==> config.mk <==
export PLATFORM = sky130hd
export DESIGN_NAME = i2c_bus_arbiter_flat
export DESIGN_NICKNAME = d
export VERILOG_FILES = /design/src/rtl/i2c_bus_arbiter_if.sv /design/src/rtl/i2c_bus_arbiter.sv /design/src/flat_wrapper.sv
export SDC_FILE = /design/constraint.sdc
export NUM_CORES = 1
export LEC_CHECK = 0
export CORE_MARGIN = 1
export CORE_UTILIZATION = 28
export DETAILED_ROUTE_END_ITERATION = 10
export GPL_ROUTABILITY_DRIVEN = 1
export PLACE_DENSITY = 0.82
export SYNTH_ARGS = -nofsm -noshare
export SYNTH_HDL_FRONTEND = slang
export SYNTH_SLANG_ARGS = --single-unit
==> constraint.sdc <==
create_clock -name i_clk -period 2.05 [get_ports i_clk]
set_clock_uncertainty 0.15 [all_clocks]
set_input_delay 0.41 -clock i_clk [delete_from_list [all_inputs] [get_ports i_clk]]
set_output_delay 0.41 -clock i_clk [all_outputs]
set_load 0.1 [all_outputs]
==> src/rtl/i2c_bus_arbiter_if.sv <==
// i2c_bus_arbiter_if: requester-side and shared-master-side Wishbone signals of the I2C bus arbiter
interface i2c_bus_arbiter_if #(
  parameter int NUM_REQ = 2
);
  logic [NUM_REQ-1:0]   i_req;
  logic [NUM_REQ-1:0]   o_gnt;
  logic [3*NUM_REQ-1:0] i_wb_adr;
  logic [8*NUM_REQ-1:0] i_wb_dat;
  logic [NUM_REQ-1:0]   i_wb_we;
  logic [NUM_REQ-1:0]   i_wb_stb;
  logic [NUM_REQ-1:0]   i_wb_cyc;
  logic [7:0]           o_wb_dat;
  logic [NUM_REQ-1:0]   o_wb_ack;
  logic [2:0]           o_m_adr;
  logic [7:0]           o_m_dat;
  logic                 o_m_we;
  logic                 o_m_stb;
  logic                 o_m_cyc;
  logic [7:0]           i_m_dat;
  logic                 i_m_ack;
  logic                 o_busy;
  logic                 o_timeout;
  modport slave (
    input  i_req, i_wb_adr, i_wb_dat, i_wb_we, i_wb_stb, i_wb_cyc, i_m_dat, i_m_ack,
    output o_gnt, o_wb_dat, o_wb_ack, o_m_adr, o_m_dat, o_m_we, o_m_stb, o_m_cyc, o_busy, o_timeout
  );
  modport master (
    output i_req, i_wb_adr, i_wb_dat, i_wb_we, i_wb_stb, i_wb_cyc, i_m_dat, i_m_ack,
    input  o_gnt, o_wb_dat, o_wb_ack, o_m_adr, o_m_dat, o_m_we, o_m_stb, o_m_cyc, o_busy, o_timeout
  );
endinterface

==> src/rtl/i2c_bus_arbiter.sv <==
// i2c_bus_arbiter: round-robin, whole-transaction owner of one shared Wishbone I2C master; define ARB_TIMEOUT_EN for the stalled-owner watchdog
module i2c_bus_arbiter #(
  parameter int NUM_REQ        = 2,
  parameter int TIMEOUT_CYCLES = 65536
) (
  input logic              i_clk,
  input logic              i_reset,
  i2c_bus_arbiter_if.slave bus
);
  localparam int PW = NUM_REQ > 1 ? $clog2(NUM_REQ) : 1;
`ifdef ARB_TIMEOUT_EN
  localparam int CW = $clog2(TIMEOUT_CYCLES) + 1;
  typedef enum logic [1:0] {IDLE, GRANT, DRAIN, BLOCK} state_t;
  logic [CW-1:0]      cnt_q, cnt_d;
  logic [NUM_REQ-1:0] blk_q, blk_d;
  logic               tmo_q, tmo_d;
`else
  typedef enum logic [1:0] {IDLE, GRANT, DRAIN} state_t;
  logic unused_cfg;
  assign unused_cfg = |TIMEOUT_CYCLES;
`endif
  state_t             state_q, state_d;
  logic [NUM_REQ-1:0] gnt_q, gnt_d, avail;
  logic [PW-1:0]      ptr_q, ptr_d, pick;
  logic [2:0]         adr_a [NUM_REQ];
  logic [7:0]         dat_a [NUM_REQ];
  logic               busy, own_req, own_cyc;
  for (genvar k = 0; k < NUM_REQ; k++) begin : g_slice
    assign adr_a[k] = bus.i_wb_adr[3*k +: 3];
    assign dat_a[k] = bus.i_wb_dat[8*k +: 8];
  end
  assign busy         = |gnt_q;
  assign own_req      = bus.i_req[ptr_q];
  assign own_cyc      = bus.i_wb_cyc[ptr_q];
  assign bus.o_gnt    = gnt_q;
  assign bus.o_busy   = busy;
  assign bus.o_wb_dat = bus.i_m_dat;
  assign bus.o_wb_ack = {NUM_REQ{bus.i_m_ack}} & gnt_q;
  assign bus.o_m_adr  = busy ? adr_a[ptr_q] : '0;
  assign bus.o_m_dat  = busy ? dat_a[ptr_q] : '0;
  assign bus.o_m_we   = busy & bus.i_wb_we[ptr_q];
  assign bus.o_m_stb  = busy & bus.i_wb_stb[ptr_q];
  assign bus.o_m_cyc  = busy & own_cyc;
`ifdef ARB_TIMEOUT_EN
  assign bus.o_timeout = tmo_q;
  assign avail         = bus.i_req & ~blk_q;
`else
  assign bus.o_timeout = 1'b0;
  assign avail         = bus.i_req;
`endif
  // first available requester after the last owner, wrapping around
  always_comb begin
    pick = ptr_q;
    for (int i = NUM_REQ; i >= 1; i--)
      if (avail[PW'((int'(ptr_q) + i) % NUM_REQ)]) pick = PW'((int'(ptr_q) + i) % NUM_REQ);
  end
  // ownership sequencing: grant from idle, hold for the transaction, drain the in-flight access
  always_comb begin
    state_d = state_q;
    gnt_d   = gnt_q;
    ptr_d   = ptr_q;
`ifdef ARB_TIMEOUT_EN
    cnt_d = ((state_q == GRANT || state_q == DRAIN) && !bus.i_m_ack) ? cnt_q + 1'b1 : '0;
    blk_d = blk_q & bus.i_req;
    tmo_d = 1'b0;
`endif
    case (state_q)
      GRANT: begin
        if (!own_req) begin
          state_d = own_cyc ? DRAIN : IDLE;
          gnt_d   = own_cyc ? gnt_q : '0;
        end
      end
      DRAIN: begin
        if (bus.i_m_ack || !own_cyc) begin
          state_d = IDLE;
          gnt_d   = '0;
        end
      end
      default: begin
        state_d = |avail ? GRANT : IDLE;
        if (|avail) begin
          gnt_d       = '0;
          gnt_d[pick] = 1'b1;
          ptr_d       = pick;
        end
      end
    endcase
`ifdef ARB_TIMEOUT_EN
    if ((state_q == GRANT || state_q == DRAIN) && state_d != IDLE && !bus.i_m_ack &&
        cnt_q == CW'(TIMEOUT_CYCLES - 1)) begin
      state_d      = BLOCK;
      gnt_d        = '0;
      tmo_d        = 1'b1;
      blk_d[ptr_q] = own_req;
    end
`endif
  end
  // state, grant and last-owner pointer
  always_ff @(posedge i_clk) begin
    if (i_reset) begin
      state_q <= IDLE;
      gnt_q   <= '0;
      ptr_q   <= PW'(NUM_REQ - 1);
    end else begin
      state_q <= state_d;
      gnt_q   <= gnt_d;
      ptr_q   <= ptr_d;
    end
  end
`ifdef ARB_TIMEOUT_EN
  // watchdog counter, blocked-requester mask and revoke pulse
  always_ff @(posedge i_clk) begin
    if (i_reset) begin
      cnt_q <= '0;
      blk_q <= '0;
      tmo_q <= 1'b0;
    end else begin
      cnt_q <= cnt_d;
      blk_q <= blk_d;
      tmo_q <= tmo_d;
    end
  end
`endif
endmodule
==> src/flat_wrapper.sv <==
// flat-port wrapper written by rule: the top's interface ports become plain ports
module i2c_bus_arbiter_flat 
#(
  parameter int NUM_REQ        = 2,
  parameter int TIMEOUT_CYCLES = 65536
)
  (i_clk, i_reset, bus_i_req, bus_i_wb_adr, bus_i_wb_dat, bus_i_wb_we, bus_i_wb_stb, bus_i_wb_cyc, bus_i_m_dat, bus_i_m_ack, bus_o_gnt, bus_o_wb_dat, bus_o_wb_ack, bus_o_m_adr, bus_o_m_dat, bus_o_m_we, bus_o_m_stb, bus_o_m_cyc, bus_o_busy, bus_o_timeout);
  i2c_bus_arbiter_if #(.NUM_REQ(NUM_REQ)) bus_i ();
  input logic i_clk;
  input logic i_reset;
  input wire logic [$bits(bus_i.i_req)-1:0] bus_i_req;
  input wire logic [$bits(bus_i.i_wb_adr)-1:0] bus_i_wb_adr;
  input wire logic [$bits(bus_i.i_wb_dat)-1:0] bus_i_wb_dat;
  input wire logic [$bits(bus_i.i_wb_we)-1:0] bus_i_wb_we;
  input wire logic [$bits(bus_i.i_wb_stb)-1:0] bus_i_wb_stb;
  input wire logic [$bits(bus_i.i_wb_cyc)-1:0] bus_i_wb_cyc;
  input wire logic [$bits(bus_i.i_m_dat)-1:0] bus_i_m_dat;
  input wire logic [$bits(bus_i.i_m_ack)-1:0] bus_i_m_ack;
  output wire logic [$bits(bus_i.o_gnt)-1:0] bus_o_gnt;
  output wire logic [$bits(bus_i.o_wb_dat)-1:0] bus_o_wb_dat;
  output wire logic [$bits(bus_i.o_wb_ack)-1:0] bus_o_wb_ack;
  output wire logic [$bits(bus_i.o_m_adr)-1:0] bus_o_m_adr;
  output wire logic [$bits(bus_i.o_m_dat)-1:0] bus_o_m_dat;
  output wire logic [$bits(bus_i.o_m_we)-1:0] bus_o_m_we;
  output wire logic [$bits(bus_i.o_m_stb)-1:0] bus_o_m_stb;
  output wire logic [$bits(bus_i.o_m_cyc)-1:0] bus_o_m_cyc;
  output wire logic [$bits(bus_i.o_busy)-1:0] bus_o_busy;
  output wire logic [$bits(bus_i.o_timeout)-1:0] bus_o_timeout;
  assign bus_i.i_req = bus_i_req;
  assign bus_i.i_wb_adr = bus_i_wb_adr;
  assign bus_i.i_wb_dat = bus_i_wb_dat;
  assign bus_i.i_wb_we = bus_i_wb_we;
  assign bus_i.i_wb_stb = bus_i_wb_stb;
  assign bus_i.i_wb_cyc = bus_i_wb_cyc;
  assign bus_i.i_m_dat = bus_i_m_dat;
  assign bus_i.i_m_ack = bus_i_m_ack;
  assign bus_o_gnt = bus_i.o_gnt;
  assign bus_o_wb_dat = bus_i.o_wb_dat;
  assign bus_o_wb_ack = bus_i.o_wb_ack;
  assign bus_o_m_adr = bus_i.o_m_adr;
  assign bus_o_m_dat = bus_i.o_m_dat;
  assign bus_o_m_we = bus_i.o_m_we;
  assign bus_o_m_stb = bus_i.o_m_stb;
  assign bus_o_m_cyc = bus_i.o_m_cyc;
  assign bus_o_busy = bus_i.o_busy;
  assign bus_o_timeout = bus_i.o_timeout;
  i2c_bus_arbiter #(.NUM_REQ(NUM_REQ), .TIMEOUT_CYCLES(TIMEOUT_CYCLES)) u_core (.i_clk(i_clk), .i_reset(i_reset), .bus(bus_i));
endmodule
==> results.sh <==
export IMPL_grt_setup_unrepaired="no"
export IMPL_clockRootBuffer="clkbuf_4"
export IMPL_synth_area_um2=636.9
export IMPL_yosys_warnings=0
export IMPL_fp_dieH_um=49.69
export IMPL_synth_flop_cell="dfxtp_1"
export IMPL_cts_tree="yes"
export IMPL_routedWlPerCell_um=13.50
export IMPL_layout_commonest_cell="clkdlybuf4s50_1"
export IMPL_track_usage_pct=19.09
export IMPL_drt_first_pass_iters=4
export IMPL_hold_violations=0
export IMPL_cp_arrival_ns=1.42
export IMPL_start_util_pct=31.19
export IMPL_avgSynthCellArea_um2=7.961
export IMPL_via_per_inst=4.671
export IMPL_dpl_cell_area_mm2=0.001445
export IMPL_row_count=16
export IMPL_final_area_mm2=0.001473
export IMPL_grt_pass1_vias=808
export IMPL_dp_hpwl_um=1876
export IMPL_syn_inst=80
export IMPL_port_buffers=51
export IMPL_fin_setup_tns_ns=0
export IMPL_vias=724
export IMPL_switching_share_pct=54.13
export IMPL_die_x_um=49.69
export IMPL_post_route_period_util_pct=96.76
export IMPL_fp_coreArea_mm2=0.002042
export IMPL_syn2layout_area_growth_pct=131.2
export IMPL_reg2regPathDepth=5
export IMPL_clk_latency_ns=0.23
export IMPL_grt_pass1_wl_um=3532
export IMPL_gp_congestion=0.8190
export IMPL_powerDensity_mw_per_mm2=833.6
export IMPL_whs_endpoint="u_core.state_q[1]"
export IMPL_numCtsBuffers=3
export IMPL_ys_seq_area_share_pct=15.72
export IMPL_cts_htree_levels=1
export IMPL_pwr_share_comb_pct=80.2
export IMPL_critical_path_endpoint_type="output pin"
export IMPL_drv_cap=0
export IMPL_drc=0
export IMPL_worstHoldPathCells=2
export IMPL_r2r_start="u_core.ptr_q"
export IMPL_crit_path_max_fanout=2
export IMPL_ir_worst_vdd_uv=768.8
export IMPL_setup_violations=0
export IMPL_final_antenna_net_count=0
export IMPL_seqPwrFrac_pct=10.8
export IMPL_synth_cell_types=28
export IMPL_synth_edf_count=0
export IMPL_drt_initial_drc_count=10
export IMPL_antenna_cells=0
export IMPL_worstSetupPathType="in -> out"
export IMPL_r2r_end="u_core.bus.o_gnt[1]"
export IMPL_utilization_pct=72.12
export IMPL_drv_slew=0
export IMPL_cts_max_path_buffers=2
export IMPL_worstHoldStart="u_core.state_q[1]"
export IMPL_synth_ff_latch_count=5
export IMPL_min_path_type="reg -> reg"
export IMPL_mostFrequentLayoutCells="32 x clkdlybuf4s50_1, 21 x buf_12, 14 x mux2i_1, 10 x nor2_4"
export IMPL_drive_gt1_share_pct=40.63
export IMPL_fmax_mhz=504.1
export IMPL_clk_pin_slew_worst_paths_ns=0.04
export IMPL_grt_max_degree=10
export IMPL_grt_remaining_overflow=0
export IMPL_period_needed_ns=1.984
export IMPL_die_area_mm2=0.002469
export IMPL_nets=173
export IMPL_cts_hold_buf=0
export IMPL_async_reset_ff_share_pct=0
export IMPL_hold_worst_slack_ns=0.3501
export IMPL_postRouteWirelength_um=2092
export IMPL_syn_nets=124
export IMPL_power_switching_w=0.0006644
export IMPL_antenna_found_initial=0
export IMPL_p_int_w=0.0005631
export IMPL_p_leak_nw=0.6331
export IMPL_crit_path_start_kind="primary input"
export IMPL_r2r_setup_slack_ns=0.40
export IMPL_cts_sinks=5
export IMPL_status="completed"
export IMPL_p_clk_share_pct=9.0
export IMPL_io_pins=69
export IMPL_required_ns=1.49
export IMPL_fillerInstances=152
## cell families (layout without fill, tap and decap cells)
group	count (synthesis)	after routing	share of synthesized area, %
xor+xnor	1	1	1.375
mux	16	16	26.72
buf+inv	17	65	16.70
other cells	1	1	0.5888
fa+ha+maj	3	3	5.895
flops	5	5	15.72
compound gates	10	10	12.77
simple gates	27	27	20.24
## power groups by stage
stage | registers (W) | clock network (W) | logic, W
floorplan | 0.000164 | 0 | 0.000663
global placement | 0.000132 | 0 | 0.000975
detailed placement | 0.000133 | 0 | 0.000990
CTS | 0.000132 | 0.000117 | 0.000992
global route | 0.000135 | 0.000128 | 0.00102
finish | 0.000132 | 0.000110 | 0.000985
## final cells by class
type / instances / area, µm² / share of cell area [%]
Sequential cell: 5 / 108.9 / 7.392
Clock buffer: 4 / 26.28 / 1.784
Inverter: 5 / 22.52 / 1.529
Tap cell: 27 / 33.78 / 2.294
Timing Repair Buffer: 56 / 763.2 / 51.83
Multi-Input combinational cell: 58 / 518.0 / 35.17
## worst max-delay path by stage
stage                      to           startpoint  cells past startpoint
2_1_floorplan     bus_o_m_cyc  u_core.bus.o_gnt[0]                      2
3_3_place_gp      bus_o_m_cyc      bus_i_wb_cyc[0]                      4
3_5_place_dp      bus_o_m_cyc      bus_i_wb_cyc[0]                      4
4_1_cts           bus_o_m_cyc      bus_i_wb_cyc[0]                      4
5_1_grt        bus_o_m_adr[2]         u_core.ptr_q                      4
6_report          bus_o_m_cyc      bus_i_wb_cyc[0]                      4
## synth_stat cells, types with 2 or more instances
cell type,number,area [µm²]
nor2_1,15,56.30
mux2i_1,14,140.1
buf_4,9,67.56
dfxtp_1,5,100.1
inv_1,5,18.77
a21oi_1,3,15.01
ha_1,3,37.54
nand2b_1,3,18.77
and2_1,2,12.51
mux2_4,2,30.03
nor2b_1,2,12.51
## registers in the layout, indices dropped and copies added (netlist names)
register,cells
u_core.bus.o_gnt,2
u_core.ptr_q,1
u_core.state_q,2
## metal layers
metal | part of all wire [%] | track usage [%] | vias up
met3 | 11 | 9.877 | 2
li1 | - | - | 356
met4 | 0.38 | 7.143 | 0
met5 | 0 | 0 | -
met1 | 32 | 17.74 | 328
met2 | 56 | 34.91 | 38
## stage by stage
stage	power [W]	std cells	setup WS, ns
3_5_place_dp	0.001123	151	0.06199
2_1_floorplan	0.0008264	80	0.01925
4_1_cts	0.001242	155	0.06181
3_3_place_gp	0.001108	151	0.07557
5_1_grt	0.001282	155	0.004659
6_report	0.001228	155	0.06639
## critical path, cell delays in order
cell	delay, ns
clkdlybuf4s50_1	0.40
mux2_4	0.27
nor2b_2	0.17
buf_12	0.18
## what timing repair did
| item | CTS | global route |
|---|---|---|
| setup buffers | 0 | 0 |
| gates resized for setup | 1 | 0 |
| setup endpoints to repair | 13 | 0 |
No activity file was read; power rests on OpenSTA's default activity.
